File: src/rtl/dragonfang_pkg.sv
// Shared vector-datapath types for the execution / writeback pipeline.
// Latency: n/a (types and constants only).
// Backpressure: n/a.
package dragonfang_pkg;

  parameter int VLEN          = 64;
  parameter int PKG_TAG_WIDTH = 5;

  typedef struct packed {
    logic [PKG_TAG_WIDTH-1:0] tag;
    logic [VLEN-1:0]          data;
  } data_packet_t;

endpackage

File: src/rtl/vector_writeback_buffer.sv
// Purpose: in-order result FIFO between vector execution and the VRF write port,
//          plus a register holding the last committed result for the bypass path.
// Latency: push at edge N shows on write_* in cycle N+1; a commit at edge M is on bypass_* from M+1.
// Backpressure: input_ready = (count < DEPTH) from registered count only; write_ready low stalls the head.
//
// Ports:
//   clock, reset_n        clock, async active-low reset
//   flush                 synchronous discard of all queued results (wins over push/commit)
//   input_port/_valid/_ready   result stream from the execution stage
//   write_enable/_tag/_data/_ready   register-file write port (head of FIFO)
//   bypass_port/_valid    last committed result, fed back to the execution bypass input
//   occupancy             number of queued entries
module vector_writeback_buffer #(
  parameter int DEPTH     = 4,
  // Must match dragonfang_pkg::PKG_TAG_WIDTH, which sizes data_packet_t.tag.
  parameter int TAG_WIDTH = dragonfang_pkg::PKG_TAG_WIDTH,
  localparam int PW       = $clog2(DEPTH),
  localparam int CW       = $clog2(DEPTH + 1)
) (
  input  logic                          clock,
  input  logic                          reset_n,
  input  logic                          flush,
  input  dragonfang_pkg::data_packet_t  input_port,
  input  logic                          input_valid,
  output logic                          input_ready,
  output logic                          write_enable,
  output logic [TAG_WIDTH-1:0]          write_tag,
  output logic [dragonfang_pkg::VLEN-1:0] write_data,
  input  logic                          write_ready,
  output dragonfang_pkg::data_packet_t  bypass_port,
  output logic                          bypass_valid,
  output logic [CW-1:0]                 occupancy
);

  localparam logic [CW-1:0] LP_DEPTH = CW'(DEPTH);

  dragonfang_pkg::data_packet_t r_mem [DEPTH];
  logic [PW-1:0]                r_rptr;
  logic [PW-1:0]                r_wptr;
  logic [CW-1:0]                r_count;
  dragonfang_pkg::data_packet_t r_bypass;
  logic                         r_bypass_vld;

  logic                         w_push;
  logic                         w_pop;
  dragonfang_pkg::data_packet_t w_head;

  // A full buffer refuses input even when the head drains in the same cycle,
  // keeping input_ready independent of write_ready.
  assign input_ready  = (r_count < LP_DEPTH);
  assign write_enable = (r_count != '0);
  assign occupancy    = r_count;
  assign bypass_port  = r_bypass;
  assign bypass_valid = r_bypass_vld;

  assign w_push = input_valid && input_ready && !flush;
  assign w_pop  = write_enable && write_ready && !flush;

  assign w_head     = r_mem[r_rptr];
  // Head mux is the only combinational path to outputs; forced to 0 when empty.
  assign write_tag  = write_enable ? w_head.tag  : '0;
  assign write_data = write_enable ? w_head.data : '0;

  // Storage is not reset; entries are only observable through count.
  always_ff @(posedge clock) begin
    if (w_push) begin
      r_mem[r_wptr] <= input_port;
    end
  end

  always_ff @(posedge clock or negedge reset_n) begin
    if (!reset_n) begin
      r_rptr       <= '0;
      r_wptr       <= '0;
      r_count      <= '0;
      r_bypass     <= '0;
      r_bypass_vld <= 1'b0;
    end else if (flush) begin
      // Bypass data is left in place; only its valid flag is dropped.
      r_rptr       <= '0;
      r_wptr       <= '0;
      r_count      <= '0;
      r_bypass_vld <= 1'b0;
    end else begin
      if (w_push) begin
        r_wptr <= r_wptr + 1'b1;
      end
      if (w_pop) begin
        r_rptr       <= r_rptr + 1'b1;
        r_bypass     <= w_head;
        r_bypass_vld <= 1'b1;
      end
      case ({w_push, w_pop})
        2'b10:   r_count <= r_count + 1'b1;
        2'b01:   r_count <= r_count - 1'b1;
        default: r_count <= r_count;
      endcase
    end
  end

endmodule

File: config.mk
export PLATFORM = sky130hd
export DESIGN_NAME = vector_writeback_buffer
export DESIGN_NICKNAME = d
export VERILOG_FILES = /design/src/rtl/dragonfang_pkg.sv /design/src/rtl/vector_writeback_buffer.sv
export SDC_FILE = /design/constraint.sdc
export NUM_CORES = 1
export LEC_CHECK = 0
export ABC_AREA = 1
export CAP_MARGIN = 20
export CORE_MARGIN = 5
export CORE_UTILIZATION = 30
export DETAILED_ROUTE_END_ITERATION = 6
export PLACE_DENSITY = 0.52
export SYNTH_ARGS = -nofsm -noshare
export SYNTH_HDL_FRONTEND = slang
export SYNTH_SLANG_ARGS = --single-unit
File: constraint.sdc
create_clock -name clock -period 11.85 [get_ports clock]
set_input_delay 3.555 -clock clock [delete_from_list [all_inputs] [get_ports clock]]
set_output_delay 3.555 -clock clock [all_outputs]
set_load 0.005 [all_outputs]
* After elaboration in Yosys (flattened, before gate mapping) *
Memory sizes are Yosys's and may differ from the RTL's.
Index checks and enable logic that the tools add are counted.

cells by class
  add/subtract/negate cells = 4
  magnitude comparators = 1
  equal/unequal tests = 2
  multiplexer cells = 12
  bitwise gates (word level) = 1
  reduce and logical (&&, ||, !) cells = 10

operator list
  operator               number
  $mux W64               1
  $mux W2                4
  $pmux W3 S2            1
  $reduce_bool A3 Y1     2
  $mux W5                1
  $add A2 B1 Y2 const B  2
  $logic_and A1 B1 Y1    4
  $mux W1                4
  $reduce_bool A2 Y1     2
  $add A3 B1 Y3 const B  1
  $lt A3 B3 Y1 const B   1
  $mux W3                1
  $sub A3 B1 Y3 const B  1
  $eq A2 B1 Y1 const B   1
  $eq A2 B2 Y1 const B   1
  $reduce_and A2 Y1      1
  $logic_not A1 Y1       1
  $not A1 Y1             1

storage, ports and cells
  flip-flop bits (word level) = 77
  bits in writable memories = 276
  input port bits = 74
  output and inout port bits = 144
  word-level logic and storage cells = 37
  memories kept = 1

memories
  name   depth  bits a word  read ports  clocked after Yosys merged registers in  wr ports  line                           text
  r_mem  4      69           1           0                                        1         vector_writeback_buffer.sv:37  dragonfang_pkg::data_packet_t r_mem [DEPTH];

* Longest topological paths before layout *
Gate-level depths: netlist of the first run.

  word-level depth = 6
  mapped depth = 10
  mapped depth without buffers = 9

* Worst setup path before layout of the first run *
Ideal clock, no wire load.

  path type = input to register
  from = in input_valid
  to = mem r_mem[0][0] in the netlist's numbering (enable)
  arrival time = 6728 ps
  data required time = 11354 ps
  slack = 4626 ps
  stages = 4
  path through = nand2_1 -> nor2_1 -> inv_1 -> nor2_1

between the ends
  word-level cells in the longest chain between the ends = 4

RTL lines
  element                            line                           text
  from (decl)                        vector_writeback_buffer.sv:24  input logic input_valid,
  $logic_and A1 B1 Y1 (2 in series)  vector_writeback_buffer.sv:56  assign w_push = input_valid && input_ready && !flush;
  $mux W1                            vector_writeback_buffer.sv:66  if (w_push) begin
  $mux W1 (not written as such)      vector_writeback_buffer.sv:67  r_mem[r_wptr] <= input_port;
  to (decl)                          vector_writeback_buffer.sv:37

No other way between the ends.

* Worst setup path in the final report of the first run *
  from = reg r_rptr[0]
  to = out write_data[15] in the netlist's numbering

between the ends
  word-level cells in the longest chain between the ends = 2

RTL lines
  element                 line                           text
  from (decl)             vector_writeback_buffer.sv:38  logic [PW-1:0] r_rptr;
  from (signal assigned)  vector_writeback_buffer.sv:89  r_rptr <= r_rptr + 1'b1;
  $mem_v2 Z4 W69          --
  $mux W64                vector_writeback_buffer.sv:62  assign write_data = write_enable ? w_head.data : '0;
  to (decl)               vector_writeback_buffer.sv:28  output logic [dragonfang_pkg::VLEN-1:0] write_data,

No other way between the ends.

==> impl_metrics.env, run 1 <==
export IMPL_outcome="finished, final reports clean"
export IMPL_syn_area_per_cell_um2=13.1
export IMPL_final_area_um2=17400
export IMPL_yosysWarnings=0
export IMPL_fillers=4216
export IMPL_synth_seq_cells=353
export IMPL_cts_sink_count=353
export IMPL_grt_usage_pct=13.4
export IMPL_drt_met1_wl_um=15600
export IMPL_wl_um=34000
export IMPL_area_growth_pct=28.5
export IMPL_syn_inst=1032
export IMPL_final_antenna_net_count=0
export IMPL_drt_vias_per_instance=4.60
export IMPL_cts_setup_buffers=0
export IMPL_grt_pass1_wl_um=52300
export IMPL_crit_buf_inv=3
export IMPL_critical_path_top_delay_family="buffers and inverters"
export IMPL_row_count=77
export IMPL_fmax_mhz=135
export IMPL_dr_max_layer_used="met5"
export IMPL_yosysSeqAreaShare_pct=75.4
export IMPL_placed_area_um2=16300
export IMPL_layout_commonest_cell="edfxtp_1"
export IMPL_power_share_clock_pct=27.3
export IMPL_setup_viol_count_final=0
export IMPL_p_seq_share_pct=40.7
export IMPL_maxCapViolations=0
export IMPL_wl_met2_um=15700
export IMPL_tightest_slew_ps=850
export IMPL_diodes=0
export IMPL_wl_per_cell_um=18.3
export IMPL_cts_resized=0
export IMPL_crit_path_max_incr_delay_ps=750
export IMPL_power_density_nw_per_um2=231
export IMPL_ios=218
export IMPL_antenna_found_initial=3
export IMPL_first_pass_iters=5
export IMPL_path_max_fanout=76
export IMPL_slew_headroom_pct=43.3
export IMPL_switching_share_pct=29.9
export IMPL_crit_path_start_kind="register"
export IMPL_ir_drop_mv=0.121
export IMPL_path_class="register to output pin"
export IMPL_fin_crit_ps=7420
export IMPL_cts_buffer_depth=3
export IMPL_dieArea_um2=49500
export IMPL_final_cell_mix="edfxtp_1 (276), clkdlybuf4s50_1 (216), nor2_1 (211)"
export IMPL_place_hpwl_um=20600
export IMPL_multiInputGateArea_um2=2970
export IMPL_worstSetupEndpointType="output pin"
export IMPL_dp_slack_ps=4950
export IMPL_grt_max_degree=77
export IMPL_drt_drc_violations_left=0
export IMPL_synth_nets=1111
export IMPL_fin_skew_ps=27.3
export IMPL_yosys_cell_types_count=26
export IMPL_vias=8549
export IMPL_die_width_um=223
export IMPL_arrival_ps=3860
export IMPL_nNetsFinal=1317
export IMPL_clk_pin_slew_worst_paths_ps=70
export IMPL_start_util_pct=30.5
export IMPL_slew_viol_final=0
export IMPL_gp_congestion=0.702
export IMPL_first_global_vias=8714
export IMPL_postCtsHoldBufs=0
export IMPL_fin_ws_ps=4430
export IMPL_power_switching_mw=1.20
export IMPL_regArea_um2=10200
export IMPL_post_route_cells_drive_above_1_share_pct=6.63
export IMPL_combinationalPowerShare_pct=32.0
export IMPL_hp_class="register to register"
export IMPL_cp_required_ps=8300
export IMPL_clk_latency_ps=560
export IMPL_clockRootBuffer="clkbuf_16"
export IMPL_rsz0062_at_grt="false"
export IMPL_fp_dieH_um=223
export IMPL_crit_chain="inv_4 -> buf_4 -> o21ai_0 -> o22a_1 -> nor2_1 -> clkdlybuf4s50_1"
export IMPL_fin_tns_setup_ps=0
export IMPL_hold_viol_final=0
export IMPL_wl_met3_um=2010
export IMPL_overflow=0
export IMPL_io_buffers=217
export IMPL_cts_max_level=2
export IMPL_min_period_over_period_pct=62.6
export IMPL_intPower_mw=2.82
export IMPL_slowest_stage="dfrtp_4"
export IMPL_cts_tree="done"
export IMPL_p_leak_nw=6.14
export IMPL_syn_area_um2=13600
export IMPL_numCtsBuffers=38
export IMPL_core_area_um2=44400
export IMPL_drt_iter0_markers=519
[registers in the layout (all words and copies together) (netlist names)]
signal        count
occupancy         3
r_mem           276
bypass_port      69
r_rptr            2
r_wptr            2
bypass_valid      1
[routing by layer]
layer  vias up  GRT usage, %
met4         6          3.22
met1      4168          18.0
met5         -             0
met3        50          4.13
li1       4124             -
met2       201          21.5
[tightest hold or removal path, cell delays in order, from the launching register on]
cell and delay, ps:
dfrtp_1 340, nand2_1 50, o21ai_0 60
[worst paths after layout]
path | slack, ps | depth (start not counted) | endpoint | from
worst max register to register | 8940 | 5 | bypass_port[15] | r_rptr[0]
worst max-delay path | 4430 | 6 | write_data[15] | r_rptr[0]
max in group asynchronous | 7790 | 2 | r_rptr[0] | reset_n
min in group asynchronous | 2990 | 1 | bypass_port[0] | reset_n
worst min-delay path | 480 | 2 | bypass_port[63] | bypass_port[63]
worst min register to register | 480 | 2 | bypass_port[63] | bypass_port[63]
[area by class of cell]
type	count	area share [%]
inverters	16	0.359
well taps	592	4.25
clock buffers	54	6.03
clock inverters	15	0.524
multi-input cells	597	17.1
repair buffers	232	13.1
flip-flops and latches	353	58.7
[per-stage QoR]
step	hold WS (ps)	total power [mW]	util, %	cells
global route	498	4.27	39.2	1859
floorplan	476	2.22	-	1032
finish	481	4.02	39.2	1859
CTS	489	4.10	39.2	1859
detailed placement	474	2.98	36.7	1790
global placement	468	2.97	36.7	1790
[cells in the mapped netlist]
cell type / count / area [µm²]
buf_6: 6 / 67.6
nand4_1: 1 / 6.26
buf_1: 1 / 3.75
nor2_1: 215 / 807
o21ai_0: 147 / 736
ha_1: 4 / 50.1
dfrtp_1: 77 / 1930
o22a_1: 69 / 604
fa_1: 1 / 20.0
buf_4: 6 / 45.0
clkbuf_1: 32 / 120
nand2_1: 81 / 304
buf_2: 18 / 90.1
nor2_2: 1 / 6.26
a22o_1: 1 / 8.76
edfxtp_1: 276 / 8290
o21a_1: 1 / 7.51
clkinv_1: 1 / 3.75
o21ai_1: 63 / 315
nand3_1: 7 / 35.0
nand2_2: 2 / 12.5
a21oi_1: 3 / 15.0
clkbuf_2: 3 / 15.0
inv_2: 3 / 11.3
nand2_4: 1 / 11.3
inv_1: 12 / 45.0
[power by group through the flow]
stage	sequential [mW]	clock, mW	combinational [mW]
6_report	1.64	1.10	1.29
5_1_grt	1.66	1.19	1.43
4_1_cts	1.64	1.14	1.33
3_5_place_dp	1.66	0	1.32
3_3_place_gp	1.66	0	1.31
2_1_floorplan	1.64	0	0.581
[logic make-up (layout without fill, tap and decap cells)]
logic type	after synthesis	after routing	synth area share (%)
AND/OR/NAND/NOR	308	308	8.72
AO/OA/AOI/OAI	284	284	12.4
buffers and inverters	82	317	2.96
adder cells (fa/ha/maj)	5	5	0.517
flip-flops	353	353	75.4
Power figures use the tool's default switching activity.
==> run 2: changes to the inputs <==
- clock period: 11.85 -> 7.05 ns (I/O delays scaled with it)
==> impl_metrics.env, run 2 (same netlist as run 1, synthesis figures left out) <==
export IMPL_overflow=0
export IMPL_cts_resized=0
export IMPL_grt_usage_pct=13.7
export IMPL_top_register="r_mem"
export IMPL_row_count=77
export IMPL_cp_required_ps=4930
export IMPL_min_period_over_period_pct=78.6
export IMPL_rsz0062_at_grt="false"
export IMPL_power_density_nw_per_um2=396
export IMPL_cts_max_level=2
export IMPL_clk_latency_ps=540
export IMPL_cts_buffer_depth=3
export IMPL_layoutNonFillerInstCount=1866
export IMPL_maxCapViolations=0
export IMPL_final_area_um2=17600
export IMPL_dp_cells=1790
export IMPL_path_max_fanout=72
export IMPL_crit_path_max_incr_delay_ps=740
export IMPL_wl_per_cell_um=18.4
export IMPL_layout_commonest_cell="edfxtp_1"
export IMPL_drt_drc_violations_left=0
export IMPL_final_cell_mix="edfxtp_1 (276), clkdlybuf4s50_1 (216), nor2_1 (211)"
export IMPL_clockRootBuffer="clkbuf_16"
export IMPL_numCtsBuffers=40
export IMPL_dieArea_um2=49500
export IMPL_drt_vias_per_instance=4.61
export IMPL_antenna_found_initial=5
export IMPL_postCtsHoldBufs=0
export IMPL_critical_path_top_delay_family="buffers and inverters"
export IMPL_clk_pin_slew_worst_paths_ps=50
export IMPL_hp_class="register to register"
export IMPL_core_area_um2=44400
export IMPL_io_buffers=217
export IMPL_fin_tns_setup_ps=0
export IMPL_final_antenna_net_count=0
export IMPL_fmax_mhz=180
export IMPL_placed_area_um2=16300
export IMPL_die_width_um=223
export IMPL_setup_viol_count_final=0
export IMPL_fillers=4202
export IMPL_fin_util_pct=39.7
export IMPL_place_hpwl_um=20900
export IMPL_gp_congestion=0.708
export IMPL_outcome="finished, final reports clean"
export IMPL_wl_um=34300
export IMPL_regArea_um2=10200
export IMPL_first_global_vias=8765
export IMPL_crit_buf_inv=3
export IMPL_crit_path_start_kind="register"
export IMPL_crit_chain="inv_4 -> buf_12 -> o21ai_0 -> o22a_1 -> nor2_1 -> clkdlybuf4s50_1"
export IMPL_area_growth_pct=30.1
export IMPL_fp_dieH_um=223
export IMPL_first_pass_iters=4
export IMPL_grt_max_degree=90
export IMPL_ios=218
export IMPL_grt_pass1_wl_um=53400
export IMPL_fin_crit_ps=5540
export IMPL_arrival_ps=3430
export IMPL_path_class="register to output pin"
export IMPL_slowest_stage="dfrtp_4"
export IMPL_vias=8611
export IMPL_cts_setup_buffers=0
export IMPL_hold_viol_final=0
export IMPL_cts_tree="done"
export IMPL_ir_drop_mv=0.201
export IMPL_worstSetupEndpointType="output pin"
export IMPL_drt_iter0_markers=455
export IMPL_start_util_pct=30.5
export IMPL_p_leak_nw=6.24
export IMPL_nNetsFinal=1319
export IMPL_tightest_slew_ps=1000
export IMPL_post_route_cells_drive_above_1_share_pct=6.84
export IMPL_fin_skew_ps=14.6
export IMPL_largest_reg_flops=276
export IMPL_cts_sink_count=353
export IMPL_multiInputGateArea_um2=2970
export IMPL_slew_headroom_pct=32.9
export IMPL_slew_viol_final=0
[run 2: cell count changes in the layout (fill, tap and decap cells not counted), sizes merged]
cell and delta:
bufinv +2, clkbuf +15, clkinv -9, clkinvlp -1
diode +2, inv -2
[run 2: tightest hold or removal path, stage by stage (launching register included)]
cell,delay (ps)
dfrtp_1,340
nand2_1,50
o21ai_0,60
[run 2: per-layer routing]
layer	track usage, %	part of all wire, %
met2	22.1	46
met3	3.62	5.5
met5	0	0.061
met4	4.11	2.1
met1	18.3	46
[run 2: final timing paths]
kind,startpoint,depth (start not counted),slack [ps],endpoint
max,r_rptr[0],6,1510,write_data[21]
min,bypass_port[18],2,490,bypass_port[18]
max reg2reg,occupancy[2],6,4330,r_mem[3][17]
min reg2reg,bypass_port[18],2,490,bypass_port[18]
max in group asynchronous,reset_n,2,4420,r_rptr[0]
min in group asynchronous,reset_n,1,1540,bypass_port[7]
[run 2: area by class of cell]
| cell class | instances | share of cell area [%] |
|---|---|---|
| antenna | 2 | 0.0284 |
| clock buffer | 69 | 7.10 |
| clock inverter | 5 | 0.482 |
| tap | 592 | 4.20 |
| timing repair buffer | 232 | 13.0 |
| multi-input combinational | 597 | 16.9 |
| inverter | 16 | 0.355 |
| sequential | 353 | 58.0 |
[run 2: per-stage QoR]
stage                     hold WS [ps]  setup WS (ps)  power [mW]
after floorplan                    476           1270        3.73
after global placement             467           2110        5.00
after detailed placement           477           2060        5.02
after CTS                          491           1470        7.14
after global routing               506           1280        7.44
final                              487           1510        6.99
[run 2: power by group]
part	switching (mW)	total (mW)	internal (mW)
Combinational	1.05	2.18	1.13
Sequential	0.174	2.74	2.56
Clock	0.794	2.07	1.28
==> RTL change 1 (settings of run 1) <==
Set the package constant `VLEN` to 128 (it was 64).
--- a/src/rtl/dragonfang_pkg.sv
+++ b/src/rtl/dragonfang_pkg.sv
@@ -5,3 +5,3 @@
 
-  parameter int VLEN          = 64;
+  parameter int VLEN          = 128;
   parameter int PKG_TAG_WIDTH = 5;
Interface: changed (resized bypass_port, input_port and write_data); port bits go from 218 to 410. No check against the original RTL was run, so the function may have changed too.
==> RTL change 1 against run 1 <==
- combinational power grew 95%
- clock power is 120% higher
- via count up 93%
- worst setup slack worse by 0.25 ns
- utilization barely moved
- wire length rose by 100%
- first-iteration DRC count grew 72%
- clock skew up 0.0071 ns
- sequential cell count increased by 320
- final area rose by 92%
- synthesized area up 90%
- die area is 86% higher
- register-to-register slack got worse by 0.18 ns
- total power grew 99%
==> RTL change 1: results (changes against run 1) <==
Layout
The share of layout cells above drive strength 1 is 0.0689 (+0.00257). The layout net count is 2,447 (+86%). The number of flip-flops under the largest register name is 532 (+93%). The number of filler instances in the final layout is 7,970 (+89%).

Timing
The tightest hold margin is 0.488 ns (+0.00627 ns). The clock skew is 0.0343 ns (+0.00706 ns). The actual slew at the worst max-slew pin is 1.19 ns (+0.344 ns).

Logic synthesis
The sequential cell area fraction in the yosys report is 0.757 (+0.00304). The number of flops mapped to enable cells by yosys is 532 (+93%). The post-synthesis compound-gate area fraction was 0.125 (+0.00104). The share of synthesized cell area in full adder, half adder and majority cells is 0.00272 (-0.00245).

The post-synth net total is 2,070 (+86%). The cell count after synthesis is 1,927 (+87%). The commonest cells after synthesis are edfxtp_1, nor2_1, o21ai_0.

The proportion of register bits with asynchronous set or reset after synthesis is 0.210 (-0.00862).

Hold path
The startpoint identified for the worst hold timing path is bypass_port[70]. For hold timing, the worst endpoint is bypass_port[70].

Placement
The final estimated routing congestion in global placement is 0.730 (+4.0%). The number of cells in the design after placement came to 3,371 (+88%). The cell area after placement is 30,800 um^2 (+89%).

The post-placement worst setup slack is 4.63 ns (-0.324 ns). The number of buffers inserted by port buffering is 409 (+88%).

Setup path
The maximum fanout along the worst path is 75 (-1.3%). The largest stage delay on the critical path came to 0.86 ns (+0.11 ns). The worst register-to-register path ends at bypass_port[76]. The most critical setup path has its endpoint at write_data[61]. The worst endpoint data arrival time is 4.11 ns (+0.25 ns). The minimum setup slack among reg-to-reg paths is 8.76 ns (-0.18 ns).

Clock tree
The clock latency on the worst-skew pair is 0.62 ns (+0.06 ns). The maximum level of the CTS H-tree is 3 (+1). The number of clock buffers inserted by TritonCTS is 75 (+97%).

GRT
The combined global-route utilization of all metal layers is 0.145 (+0.0114). The via count of the first global-routing pass is 16,900 (+94%). The pin count of the biggest net entering global routing is 179 (+130%). The met2 routing resource usage after global routing is 0.250 (+0.0358).

The global-route met3 utilization is 0.0390 (-0.00236). The global-route wire length before repair was 103 mm (+97%). The met1 layer usage reported by global route is 0.180 (-0.000240). The number of antenna violations at the first check in global routing came to 18 (+15).

Outcome
The run finished with clean final reports.

Power and ir drop
The maximum vdd drop was 0.000135 V (+11%). The internal cell power is 5650 uW (+100%). The leakage power total came to 0.0117 uW (+91%).

Drt
The final wirelength came to 69.0 mm (+100%). The met2 routed wirelength came to 34.6 mm (+120%). The number of violations reported at the end of detailed-routing iteration 0 is 891 (+72%). The wire length on met1 is 28.5 mm (+83%). The via count normalized by instance count is 4.69 (+2.1%).
RTL change 1: changes by cell type after synthesis, sizes merged:
cell | before | now
buf | 31 | 62
clkbuf | 35 | 67
clkinv | 1 | 0
dfrtp | 77 | 141
edfxtp | 276 | 532
inv | 15 | 16
nand2 | 84 | 148
nor2 | 216 | 408
o21ai | 210 | 402
o22a | 69 | 133
RTL change 1: cell type report:
cell class,instances,area (um^2),share of cell area
sequential,673,19500,0.583
clock buffer,98,2080,0.0623
clock inverter,42,539,0.0161
timing repair buffer,429,4280,0.128
tap,1144,1430,0.0428
multi-input combinational,1109,5490,0.164
inverter,16,72.6,0.00217
antenna,13,32.5,0.000973
RTL change 1: power by group through the flow:
stage	clock network [uW]	logic (uW)	registers (uW)
final	2420	2510	3090
after CTS	2490	2580	3090
after global placement	0	2540	3120
after detailed placement	0	2560	3140
after global routing	2600	2750	3120
after floorplan	0	1110	3130
==> RTL change 2 (settings of run 1) <==
Without the edit above. Reset style: synchronous (`reset_n`), changed in one clocked block. Comments in the files are not updated.
--- a/src/rtl/vector_writeback_buffer.sv
+++ b/src/rtl/vector_writeback_buffer.sv
@@ -70,3 +70,3 @@
 
-  always_ff @(posedge clock or negedge reset_n) begin
+  always_ff @(posedge clock) begin
     if (!reset_n) begin
Function: differs if reset_n is asserted again (counterexample within 4 cycles, from zero or initial values and one cycle with reset_n low); with reset_n held inactive, the same outputs for 4 cycles.
==> RTL change 2 against run 1 <==
- critical path depth decreased by 1
- synthesized area up 12%
- die area up 12%
- wire length grew 24%
- sequential cell count up 2
- worst setup slack better by 0.18 ns
- final area up 12%
- final cell count up 38%
- clock skew shrank 0.0052 ns
Power is not compared: it rests on default switching activity, and its combinational part moved more than twofold at a synthesized area within 25%.
==> RTL change 2: results (changes against run 1) <==
Timing
The relative max-transition margin is 0.329 (-0.104). The clock skew is 0.0221 ns (-0.00519 ns).

Die
The initial standard-cell utilization of the core was 0.303 (-0.00187).

GRT
The combined global-route utilization of all metal layers came to 0.148 (+0.0143). The pin count of the biggest net entering global routing is 87 (+13%). The global-route wire length before repair is 64.9 mm (+24%).

Drt
The number of violations reported at the end of detailed-routing iteration 0 is 637 (+23%). The via count normalized by instance count is 4.25 (-7.7%).

Logic synthesis
The sequential cell area fraction in the yosys report is 0.647 (-0.106). The cell count after synthesis came to 1,665 (+61%). The distinct cell type count of the synthesized netlist is 20 (-23%). After synthesis, the most frequently instantiated cells are nand2_1, inv_1, edfxtp_1.

Placement
The HPWL after detailed placement is 26.1 mm (+27%). The cell area after placement was 18,000 um^2 (+11%). The number of cells in the design after placement is 2,488 (+39%).

Setup path
The depth of the most critical reg-to-reg path is 6 (+1). The worst endpoint data arrival time is 3.68 ns (-0.18 ns). The cell with the biggest individual delay on the critical path is dfxtp_4.

The timing endpoint of the critical path is write_tag[4]. The maximum fanout along the worst path is 70 (-7.9%). In this run the critical register-to-register path is captured at bypass_port[68].

Layout
The layout net count is 1,945 (+48%). The share of layout cells above drive strength 1 was 0.0427 (-0.0236).

Outcome
The flow ran to the end, and the final reports show no timing, DRC or antenna violations.

Clock tree
The number of clock buffers inserted by TritonCTS is 42 (+11%).
==> RTL change 2: final cells by class <==
type                            count  area [um^2]  share of cell area
Clock inverter                     15          160             0.00824
Sequential cell                   355         9880               0.508
Clock buffer                       61         1150              0.0593
Multi-Input combinational cell    871         3660               0.188
Tap cell                          672          841              0.0432
Inverter                          364         1370              0.0705
Timing Repair Buffer              231         2380               0.122
==> RTL change 2: worst max-delay path: cells and delay by family (launching register included) <==
kind / cells / cell delay, ns
flip-flops: 1 / 1.00
AO/OA/AOI/OAI: 1 / 0.16
buffers and inverters: 3 / 1.77
AND/OR/NAND/NOR: 1 / 0.13
==> RTL change 2: report_power, final <==
part           total (uW)  leakage (uW)  switching [uW]  internal (uW)
Combinational         193       0.00476             108           84.9
Clock                1240      0.000635             501            740
Sequential           1380       0.00315            12.2           1370
Total                2810       0.00854             621           2190
==> RTL change 2: worst min path at each step <==
stage | depth (start not counted) | start | endpoint
after floorplan | 2 | r_wptr[1] | r_wptr[1]
after global placement | 2 | bypass_valid | bypass_valid
after detailed placement | 4 | bypass_port[65] | bypass_port[65]
after CTS | 4 | bypass_port[65] | bypass_port[65]
after global routing | 4 | bypass_port[65] | bypass_port[65]
final | 4 | bypass_port[65] | bypass_port[65]
==> RTL change 2: cells by family (layout without fill, tap and decap cells) <==
| kind of cell | Yosys count | in the layout | synth area share |
|---|---|---|---|
| and+or+nand+nor | 785 | 785 | 0.206 |
| buffers and inverters | 439 | 671 | 0.115 |
| DFF | 355 | 355 | 0.647 |
| AOI/OAI and AO/OA | 79 | 79 | 0.0259 |
| adders and majority gates | 6 | 6 | 0.00542 |
| xor gates and xnor gates | 1 | 1 | 0.000574 |
==> RTL change 2: metal layers <==
layer  part of all wire  GRT usage  routed length [um]
met1               0.48      0.205               20200
met2               0.44      0.233               18600
met3              0.056     0.0362                2340
met4              0.021     0.0419                 889
met5            0.00081          0                  34
==> RTL change 2: metrics by stage <==
step,hold WS [ns],util
3_3_place_gp,0.496,0.358
3_5_place_dp,0.497,0.358
2_1_floorplan,0.490,-
6_report,0.508,0.387
5_1_grt,0.536,0.387
4_1_cts,0.509,0.384
